--- src/rtl/voice_command_decoder.sv ---
// rtl/voice_command_decoder.sv - wake-word armed keyword-to-command decoder
// Arms on WAKE_ID, maps the next command keyword inside the listen window, holds the code.
module voice_command_decoder #(
  parameter logic [7:0] WAKE_ID        = 8'hA5,
  parameter int         TIMEOUT_CYCLES = 1000,
  parameter int         HOLD_CYCLES    = 4
) (
  input  logic       clk,
  input  logic       rst,
  input  logic       kw_valid,
  input  logic [7:0] kw_id,
  output logic       kw_ready,
  output logic [1:0] voice_command,
  output logic       cmd_strobe,
  output logic       listening,
  output logic       timeout_flag
);

  localparam int TW = (TIMEOUT_CYCLES > 1) ? $clog2(TIMEOUT_CYCLES) : 1;
  localparam int HW = (HOLD_CYCLES > 1) ? $clog2(HOLD_CYCLES) : 1;

  typedef enum logic [1:0] {IDLE, LISTEN, ISSUE} state_t;

  state_t        state_q, state_d;
  logic [TW-1:0] timer_q, timer_d;
  logic [HW-1:0] hold_q, hold_d;
  logic [1:0]    cmd_d;
  logic          strobe_d, listening_d, tflag_d;
  logic          accept, is_wake, is_cmd;
  logic [1:0]    mapped;

  assign kw_ready = (state_q != ISSUE);
  assign accept   = kw_valid && kw_ready;
  assign is_wake  = (kw_id == WAKE_ID);

  // Wake word takes priority if WAKE_ID is ever parameterised onto a command ID.
  always_comb begin
    mapped = 2'b00;
    case (kw_id)
      8'h10:   mapped = 2'b01;
      8'h11:   mapped = 2'b10;
      8'h12:   mapped = 2'b11;
      default: mapped = 2'b00;
    endcase
  end
  assign is_cmd = !is_wake && (mapped != 2'b00);

  always_ff @(posedge clk or posedge rst) begin
    if (rst) begin
      state_q       <= IDLE;
      timer_q       <= '0;
      hold_q        <= '0;
      voice_command <= 2'b00;
      cmd_strobe    <= 1'b0;
      listening     <= 1'b0;
      timeout_flag  <= 1'b0;
    end else begin
      state_q       <= state_d;
      timer_q       <= timer_d;
      hold_q        <= hold_d;
      voice_command <= cmd_d;
      cmd_strobe    <= strobe_d;
      listening     <= listening_d;
      timeout_flag  <= tflag_d;
    end
  end

  // A command accepted while the timer reads 0 is checked before expiry, so it wins.
  always_comb begin
    state_d = state_q;
    timer_d = timer_q;
    hold_d  = hold_q;
    case (state_q)
      IDLE: begin
        if (accept && is_wake) begin
          state_d = LISTEN;
          timer_d = TW'(TIMEOUT_CYCLES - 1);
        end
      end
      LISTEN: begin
        if (accept && is_wake) begin
          timer_d = TW'(TIMEOUT_CYCLES - 1);
        end else if (accept && is_cmd) begin
          state_d = ISSUE;
          hold_d  = HW'(HOLD_CYCLES - 1);
        end else if (timer_q == '0) begin
          state_d = IDLE;
        end else begin
          timer_d = timer_q - TW'(1);
        end
      end
      ISSUE: begin
        if (hold_q == '0) state_d = IDLE;
        else              hold_d  = hold_q - HW'(1);
      end
      default: state_d = IDLE;
    endcase
  end

  always_comb begin
    cmd_d       = voice_command;
    strobe_d    = 1'b0;
    tflag_d     = 1'b0;
    listening_d = (state_d == LISTEN);
    if (state_q == LISTEN && state_d == ISSUE) begin
      cmd_d    = mapped;
      strobe_d = 1'b1;
    end
    if (state_q == LISTEN && state_d == IDLE) tflag_d = 1'b1;
    if (state_d == IDLE) cmd_d = 2'b00;
  end

endmodule

--- config.mk ---
export PLATFORM = sky130hd
export DESIGN_NAME = voice_command_decoder
export DESIGN_NICKNAME = d
export VERILOG_FILES = /design/src/rtl/voice_command_decoder.sv
export SDC_FILE = /design/constraint.sdc
export NUM_CORES = 1
export LEC_CHECK = 0
export CAP_MARGIN = 20
export CORE_MARGIN = 4
export CORE_UTILIZATION = 46
export DETAILED_ROUTE_END_ITERATION = 7
export PLACE_DENSITY = 0.75
export SYNTH_ARGS = -nofsm -noshare
export SYNTH_HDL_FRONTEND = slang
export SYNTH_SLANG_ARGS = --single-unit
--- constraint.sdc ---
create_clock -name clk -period 1.91 [get_ports clk]
set_input_delay 0.382 -clock clk [delete_from_list [all_inputs] [get_ports clk]]
set_output_delay 0.382 -clock clk [all_outputs]
set_load 0.01 [all_outputs]
==> results_dict.tcl, run 1 <==
set metrics [dict create \
    dp_slack_ns -0.472 \
    place_hpwl_um 1760 \
    initial_core_util 0.494 \
    layout-drive-gt1-share 0.415 \
    cts_tree "built" \
    max-vdd-ir-drop_mv 0.651 \
    nNetsFinal 161 \
    finalSetupViolations 14 \
    grt_pass1_vias 975 \
    drt-initial-drc-count 22 \
    clkPwrFrac 0.164 \
    clkTransAtPathRegs_ns 0.10 \
    io_buffer_count 16 \
    design_area_um2 1560 \
    grt_pass1_wl_um 4150 \
    die_w_um 54.4 \
    hold_viol 0 \
    clockBufferDepth 2 \
    slew_headroom 0.521 \
    clock.fmax_ghz 0.466 \
    clk_latency_ns 0.29 \
    root_buffer "clkbuf_4" \
    violations "negative setup slack" \
    worst_slack_ns -0.238 \
    timing.final.crit_period_ns 2.15 \
    slew_violations 0 \
    overflow 0 \
    dp_cells 164 \
    p_per_area_nw_per_um2 785 \
    track_usage 0.197 \
    path_max_fanout 3 \
    hp-class "in -> async" \
    worstPathArrival_ns 2.34 \
    worst_setup_path_end_kind "register" \
    viasPerCell 5.60 \
    die_h_um 54.4 \
    p_leak_nw 0.658 \
    grt_max_degree 20 \
    syn_to_final_growth_pct 58.1 \
    n_fill_cell 119 \
    outcome "finished, violations left" \
    synth-seq-cells 19 \
    core_area_um2 2000 \
    p_comb_frac 0.384 \
    crit_required_ns 2.10 \
    rsz0062_at_grt "yes" \
    die_area_um2 2950 \
    avgSynthCellArea_um2 10.1 \
    ios 17 \
    antenna_found_initial 0 \
    place_area_um2 1360 \
    drtAntennaViolNets 0 \
    ys.warnings.count 0 \
    netSwitchingPower_w 0.000408 \
    routed_wl_um 2710 \
    syn-cell-area_um2 988 \
    wl_per_cell_um 15.5 \
    ys_seq_area_frac 0.481 \
    first_pass_iters 5 \
    netlist_instances 98 \
    p_int_w 0.000818 \
    worst_pin_slew_ns 0.717 \
    drc 0 \
    numCtsBuffers 3 \
    cp-start-kind "primary input" \
    num_vias 975 \
    cap_violations 0 \
    syn-num-nets 111 \
    switching_share 0.333 \
    gp_congestion 0.762 \
    finClkSkew_ns 0.00409 \
    fin_crit_sh 1.12 \
    power_frac_seq 0.452 \
    crit_type "in -> reg" \
    antenna_cells 0 \
    final_cells 174 \
    synth_cell_types 30 \
    clkSinkCount 19 \
    rows 16 \
    h-tree-depth 1 \
]
==> cell usage after synthesis <==
cell type	instances	area [µm²]
nor3_1	8	40.0
or3b_4	1	11.3
o31ai_1	1	7.51
nand2_1	1	3.75
nor2_1	9	33.8
and3_1	1	6.26
a21o_1	1	7.51
nor3b_1	1	7.51
nor4_1	2	12.5
a21oi_1	7	35.0
nor4b_2	1	15.0
nor4_4	1	21.3
o22ai_2	1	12.5
dfrtp_1	19	475
nand2b_1	2	12.5
nand4b_1	1	8.76
o21ai_0	9	45.0
or3_1	2	12.5
inv_1	8	30.0
o31ai_2	2	25.0
o22ai_1	1	6.26
nor2b_1	1	6.26
and2_1	1	6.26
or2_2	3	18.8
a31oi_1	4	25.0
or4_4	2	22.5
ha_1	2	25.0
a41oi_1	1	8.76
xnor2_1	3	26.3
or4b_1	2	20.0
==> timing repair <==
action / 4_1_cts / 5_1_grt
endpoints found under the hold margin: 0 / 0
gates cloned: 0 / 0
gates resized for setup: 16 / 19
setup endpoints to repair: 12 / 19
hold buffers: 0 / 0
setup buffers: 6 / 0
pin swaps: 11 / 6
==> through the flow <==
stage | setup TNS (ns) | utilization | hold slack, ns | power, W
after floorplan | -0.397 | - | 0.333 | 0.000718
after global placement | -5.22 | 0.679 | 0.463 | 0.000880
after detailed placement | -6.47 | 0.679 | 0.470 | 0.000897
after CTS | -1.98 | 0.739 | 0.408 | 0.00116
after global routing | -2.61 | 0.781 | 0.448 | 0.00129
final | -1.52 | 0.781 | 0.403 | 0.00123
==> sequential cells by signal, indices dropped and copies added, names as in the netlist <==
name,count
hold_q,2
cmd_strobe,1
listening,1
timeout_flag,1
timer_q,10
voice_command,2
state_q,2
==> critical path, cell delays in order <==
cell and delay (ns):
clkdlybuf4s50_1 0.44, or3b_4 0.39, or3_4 0.41, o22ai_2 0.25, buf_4 0.16, o21ai_0 0.10
a21o_1 0.20
==> power by group through the flow <==
stage / clock (W) / sequential [W] / combinational [W]
2_1_floorplan: 0 / 0.000560 / 0.000158
3_3_place_gp: 0 / 0.000556 / 0.000324
3_5_place_dp: 0 / 0.000559 / 0.000337
4_1_cts: 0.000208 / 0.000549 / 0.000399
5_1_grt: 0.000226 / 0.000561 / 0.000504
6_report: 0.000201 / 0.000555 / 0.000470
==> layer usage <==
metal  vias up  wire [µm]  track usage
met5         -          0            0
met4         0         80        0.108
met3        13        177       0.0272
met2        41       1410        0.319
met1       461       1040        0.253
li1        460          -            -
==> cells in the final DEF (no fill, tap or decap), types with 4 or more instances in the layout <==
cell,netlist,routed
buf_4,0,26
dfrtp_1,19,19
clkdlybuf4s50_1,0,15
inv_1,8,7
nor2_1,9,6
o21ai_1,0,5
a31oi_1,4,4
nor3_1,8,4
a21oi_1,7,4
==> path summary, 6_finish.rpt <==
path / startpoint / end / slack, ns / depth (start not counted)
worst max-delay path: kw_valid / timer_q[3] / -0.24 / 7
worst min-delay path: rst / timer_q[3] / 0.40 / 3
worst max register to register: timer_q[0] / timer_q[4] / -0.12 / 8
worst min register to register: hold_q[0] / hold_q[0] / 0.48 / 1
max in group asynchronous: rst / hold_q[1] / 1.30 / 3
min in group clk: hold_q[0] / hold_q[0] / 0.48 / 1
==> layout make-up <==
type	instances	area (µm²)	share of cell area
Timing Repair Buffer	45	392	0.251
Clock buffer	4	26.3	0.0168
Tap cell	27	33.8	0.0216
Sequential cell	19	475	0.304
Inverter	8	32.5	0.0208
Multi-Input combinational cell	71	603	0.386
==> kinds of logic after synthesis <==
group                    share of synthesized area
flip-flops                                   0.481
AND/OR/NAND/NOR                              0.262
AO/OA/AOI/OAI                                0.175
buffers and inverters                       0.0304
adder cells (fa/ha/maj)                     0.0253
XOR/XNOR                                    0.0266
(Power assumes the default switching activity.)
==> run 2: changes to the inputs <==
Settings changed: CORE_UTILIZATION 46 to 54, CTS_CLUSTER_DIAMETER from default to 40, DONT_BUFFER_PORTS from default to 1, PLACE_DENSITY 0.75 to 0.73, RECOVER_POWER from default to 25.
==> run 2 against run 1 <==
  * Largest cell class unchanged
  * Clock power up 2%
  * Wire length down 0.15%
  * Combinational power down 7.0%
  * Die area down 13%
  * Worst setup slack better by 0.089 ns
  * Non-clock buffer count down 24
  * Critical path depth down 2
  * The flow still finishes with violations (negative setup slack)
==> results_dict.tcl, run 2 (synthesis results as in run 1) <==
set metrics [dict create \
    outcome "finished, violations left" \
    violations "negative setup slack" \
    rows 15 \
    grt_max_degree 20 \
    cp.depth 5 \
    die_w_um 50.8 \
    initial_core_util 0.572 \
    worstReg2RegStart "timer_q[1]" \
    viasPerCell 6.15 \
    ff2ff_setup_slack_ns -0.15 \
    grt_pass1_vias 969 \
    final_cells 149 \
    drtAntennaViolNets 0 \
    gp_congestion 0.829 \
    clkSinkCount 19 \
    crit_required_ns 2.11 \
    antenna_cells 0 \
    syn_to_final_growth_pct 37.3 \
    finish.utilization 0.786 \
    critPathLaunch "timer_q[1]" \
    timing.final.crit_period_ns 2.06 \
    cp_common_cell "or4_4" \
    slowest_stage "or4_4" \
    finClkSkew_ns 0.00137 \
    num_vias 917 \
    drt-initial-drc-count 29 \
    clk_latency_ns 0.30 \
    hp-class "in -> async" \
    die_h_um 50.8 \
    clockBufferDepth 2 \
    fin_crit_sh 1.08 \
    numCtsBuffers 3 \
    first_pass_iters 4 \
    reg2reg_depth 5 \
    worst_slack_ns -0.149 \
    largest_reg_flops 10 \
    clock.fmax_ghz 0.486 \
    cp-start-kind "register" \
    antenna_found_initial 0 \
    final_common_cell "dfrtp_1" \
    nNetsFinal 138 \
    cap_violations 0 \
    path_max_fanout 4 \
    crit_buf_inv 0 \
    tns_ns -1.09 \
    final_cell_mix "dfrtp_1, buf_4, nor2_1, inv_1" \
    root_buffer "clkbuf_4" \
    clkTransAtPathRegs_ns 0.10 \
    layout-drive-gt1-share 0.460 \
    crit_type "reg -> reg" \
    overflow 0 \
    path_delay_family "simple AND/OR/NAND/NOR gates" \
    p_per_area_nw_per_um2 887 \
    place_hpwl_um 1620 \
    slew_headroom 0.519 \
    finalSetupViolations 14 \
    drc 0 \
    cp_cell_sequence "or4_4 -> or4_4 -> nor4b_4 -> xnor2_1 -> o21ai_1" \
    rsz0062_at_grt "yes" \
    die_area_um2 2580 \
    worst_pin_slew_ns 0.720 \
    hold_buffers 0 \
    hold_viol 0 \
    worst_setup_path_end_kind "register" \
    place_area_um2 1170 \
    io_buffer_count 0 \
    p_leak_nw 0.545 \
    dp_cells 142 \
    dp_slack_ns -0.159 \
    wl_per_cell_um 18.1 \
    design_area_um2 1360 \
    grt_pass1_wl_um 4420 \
    r2r-end "timer_q[9]" \
    worstSetupEndpoint "timer_q[9]" \
    routed_wl_um 2700 \
    h-tree-depth 1 \
    max-vdd-ir-drop_mv 0.705 \
    cts_tree "built" \
    top_register "timer_q" \
    ios 17 \
    worstPathArrival_ns 2.26 \
    slew_violations 0 \
    track_usage 0.235 \
    core_area_um2 1730 \
    slowest_delay_ns 0.53 \
]
==> run 2: report_power, final <==
group | leakage, nW | switching [W] | internal, W
Clock | 0.0177 | 0.000127 | 0.0000783
Sequential | 0.238 | 0.0000792 | 0.000482
Combinational | 0.290 | 0.000215 | 0.000221
==> run 2: worst min path at each step <==
stage / from / endpoint / slack, ns / depth (start not counted)
final: rst / state_q[0] / 0.07 / 1
after CTS: rst / cmd_strobe / 0.08 / 1
after global routing: rst / hold_q[1] / 0.11 / 1
after floorplan: rst / cmd_strobe / 0.33 / 1
after detailed placement: rst / cmd_strobe / 0.42 / 1
after global placement: rst / cmd_strobe / 0.42 / 1
==> run 2: layout make-up <==
class	instances	area, µm²
multi-input cells	72	616
flip-flops and latches	19	477
fillers	123	369
repair buffers	21	176
well taps	25	31.3
inverters	8	30.0
clock buffers	3	22.5
clock inverters	1	5.00
==> run 2: per-stage QoR <==
stage               power, W  hold slack, ns
floorplan           0.000718           0.333
global placement    0.000865           0.417
detailed placement  0.000878           0.417
CTS                  0.00114          0.0798
global route         0.00127           0.113
finish               0.00120          0.0705
==> run 2: per-layer routing <==
metal	vias to the layer above	global-route usage	routed length, µm
met3	13	0.0593	121
met2	32	0.385	1330
met5	-	0	0
li1	424	-	-
met4	0	0.103	112
met1	448	0.291	1140
==> run 2: timing repair <==
item,4_1_cts,5_1_grt
pin swaps,14,3
setup buffers,2,0
gates cloned,1,0
hold endpoints to repair,0,0
resized for setup,25,11
setup endpoints to repair,13,16
==> run 3: changes to the inputs <==
Settings changed: CELL_PAD_IN_SITES_DETAIL_PLACEMENT from default to 0, CELL_PAD_IN_SITES_GLOBAL_PLACEMENT from default to 2, CORE_UTILIZATION 54 to 34.
==> run 3 against run 2 <==
  * The flow still finishes with violations (negative setup slack)
  * Global-route usage down 9.2 points
  * Sequential power shrank 0.9%
  * Cell count is 3.4% higher
  * Register-to-register slack better by 0.04 ns
  * Fmax increased by 1.8%
  * Wire length decreased by 12%
  * Clock power rose by 4%
  * Critical path type unchanged
  * Largest cell class unchanged
  * Highest routed layer unchanged
==> results_dict.tcl, run 3 (synthesis results as in run 1) <==
set metrics [dict create \
    worst_setup_path_end_kind "register" \
    layout-drive-gt1-share 0.350 \
    hold_buffers 0 \
    place_hpwl_um 1700 \
    antenna_found_initial 0 \
    finalSetupViolations 14 \
    overflow 0 \
    die_area_um2 3830 \
    cap_violations 0 \
    ios 17 \
    n_fill_cell 275 \
    grt_pass1_wl_um 3990 \
    drtAntennaViolNets 0 \
    p_leak_nw 0.538 \
    clkSinkCount 19 \
    root_buffer "clkbuf_4" \
    grt_max_degree 20 \
    final_common_cell "buf_4" \
    clockBufferDepth 2 \
    h-tree-depth 1 \
    hp-class "in -> async" \
    drc 0 \
    cts_tree "built" \
    gp_congestion 0.708 \
    dp_cells 148 \
    outcome "finished, violations left" \
    finClkSkew_ns 0.00278 \
    max-vdd-ir-drop_mv 0.397 \
    rows 19 \
    worst_pin_slew_ns 0.762 \
    ff2ff_setup_slack_ns -0.11 \
    viasPerCell 5.50 \
    routed_wl_um 2390 \
    wl_per_cell_um 15.5 \
    io_buffer_count 0 \
    worstSetupEndpoint "timer_q[6]" \
    worstReg2RegStart "timer_q[1]" \
    syn_to_final_growth_pct 28.6 \
    critPathLaunch "timer_q[1]" \
    clk_latency_ns 0.30 \
    antenna_cells 0 \
    p_per_area_nw_per_um2 877 \
    tns_ns -1.07 \
    reg2reg_depth 8 \
    r2r-end "timer_q[6]" \
    clkTransAtPathRegs_ns 0.12 \
    path_max_fanout 9 \
    clock.fmax_ghz 0.494 \
    die_w_um 61.9 \
    slew_violations 0 \
    hold_viol 0 \
    grt_pass1_vias 850 \
    timing.final.crit_period_ns 2.02 \
    num_vias 847 \
    top_register "timer_q" \
    nNetsFinal 137 \
    violations "negative setup slack" \
    worst_slack_ns -0.113 \
    final_cells 154 \
    cp-start-kind "register" \
    crit_required_ns 2.11 \
    core_area_um2 2760 \
    worstPathArrival_ns 2.22 \
    drt-initial-drc-count 15 \
    crit_type "reg -> reg" \
    track_usage 0.144 \
    initial_core_util 0.358 \
    rsz0062_at_grt "yes" \
    slew_headroom 0.491 \
    final_cell_mix "buf_4, dfrtp_1, nor2_1, inv_1, o21ai_1" \
    numCtsBuffers 3 \
    largest_reg_flops 10 \
    first_pass_iters 4 \
    die_h_um 61.9 \
    fin_crit_sh 1.06 \
]
## run 3: cell count changes in the layout (fill, tap and decap cells not counted), moves of 3 or more
cell     before  now
o21ai_1       4    7
buf_6         5    1
o21ai_2       3    0
buf_4        16   20
a21oi_2       5    1
a21oi_1       2    6
## run 3: how the worst min path moves through the flow
stage,endpoint,depth (start not counted),startpoint
after floorplan,cmd_strobe,1,rst
after global placement,hold_q[0],1,rst
after detailed placement,listening,1,rst
after CTS,hold_q[0],1,rst
after global routing,listening,1,rst
final,hold_q[1],1,rst
## run 3: final cells by class
class / instances / area [µm²] / area share
Timing Repair Buffer: 21 / 161 / 0.127
Clock buffer: 3 / 22.5 / 0.0177
Multi-Input combinational cell: 71 / 538 / 0.423
Sequential cell: 19 / 475 / 0.374
Tap cell: 31 / 38.8 / 0.0305
Inverter: 8 / 30.0 / 0.0236
Clock inverter: 1 / 5.00 / 0.00394
## run 3: per-layer routing
layer  global-route usage  vias up  part of all wire
met5                    0        -                 0
met2                0.220       29              0.47
met4               0.0697        0             0.013
li1                     -      411                 -
met3               0.0310        4             0.049
met1                0.192      403              0.47
## run 3: stage by stage
step / area, µm² / total power [W] / hold slack, ns / utilization / worst slack (ns)
floorplan: 992 / 0.000718 / 0.333 / - / -0.0910
global placement: 1170 / 0.000869 / 0.440 / 0.426 / -0.153
detailed placement: 1170 / 0.000871 / 0.428 / 0.426 / -0.146
CTS: 1270 / 0.00112 / 0.0977 / 0.460 / -0.0799
global route: 1270 / 0.00119 / 0.124 / 0.461 / -0.203
finish: 1270 / 0.00112 / 0.0865 / 0.461 / -0.113
## run 3: report_power, final
group	internal [W]	leakage [nW]	switching, W
clock	0.0000782	0.0177	0.000136
sequential	0.000480	0.238	0.0000752
combinational	0.000189	0.282	0.000156
## run 3: what timing repair did
action | in CTS | in global routing
setup endpoints to repair | 14 | 14
buffers inserted | 2 | 0
pin swaps | 8 | 1
gates resized for setup | 16 | 1
## run 3: critical path: stages, from the launching register on
cell and delay [ns]:
dfrtp_1 0.44, inv_1 0.07, ha_2 0.16, or4b_4 0.48
nor4_4 0.20, buf_4 0.20, o22ai_4 0.12, a21oi_1 0.18
a31oi_1 0.05
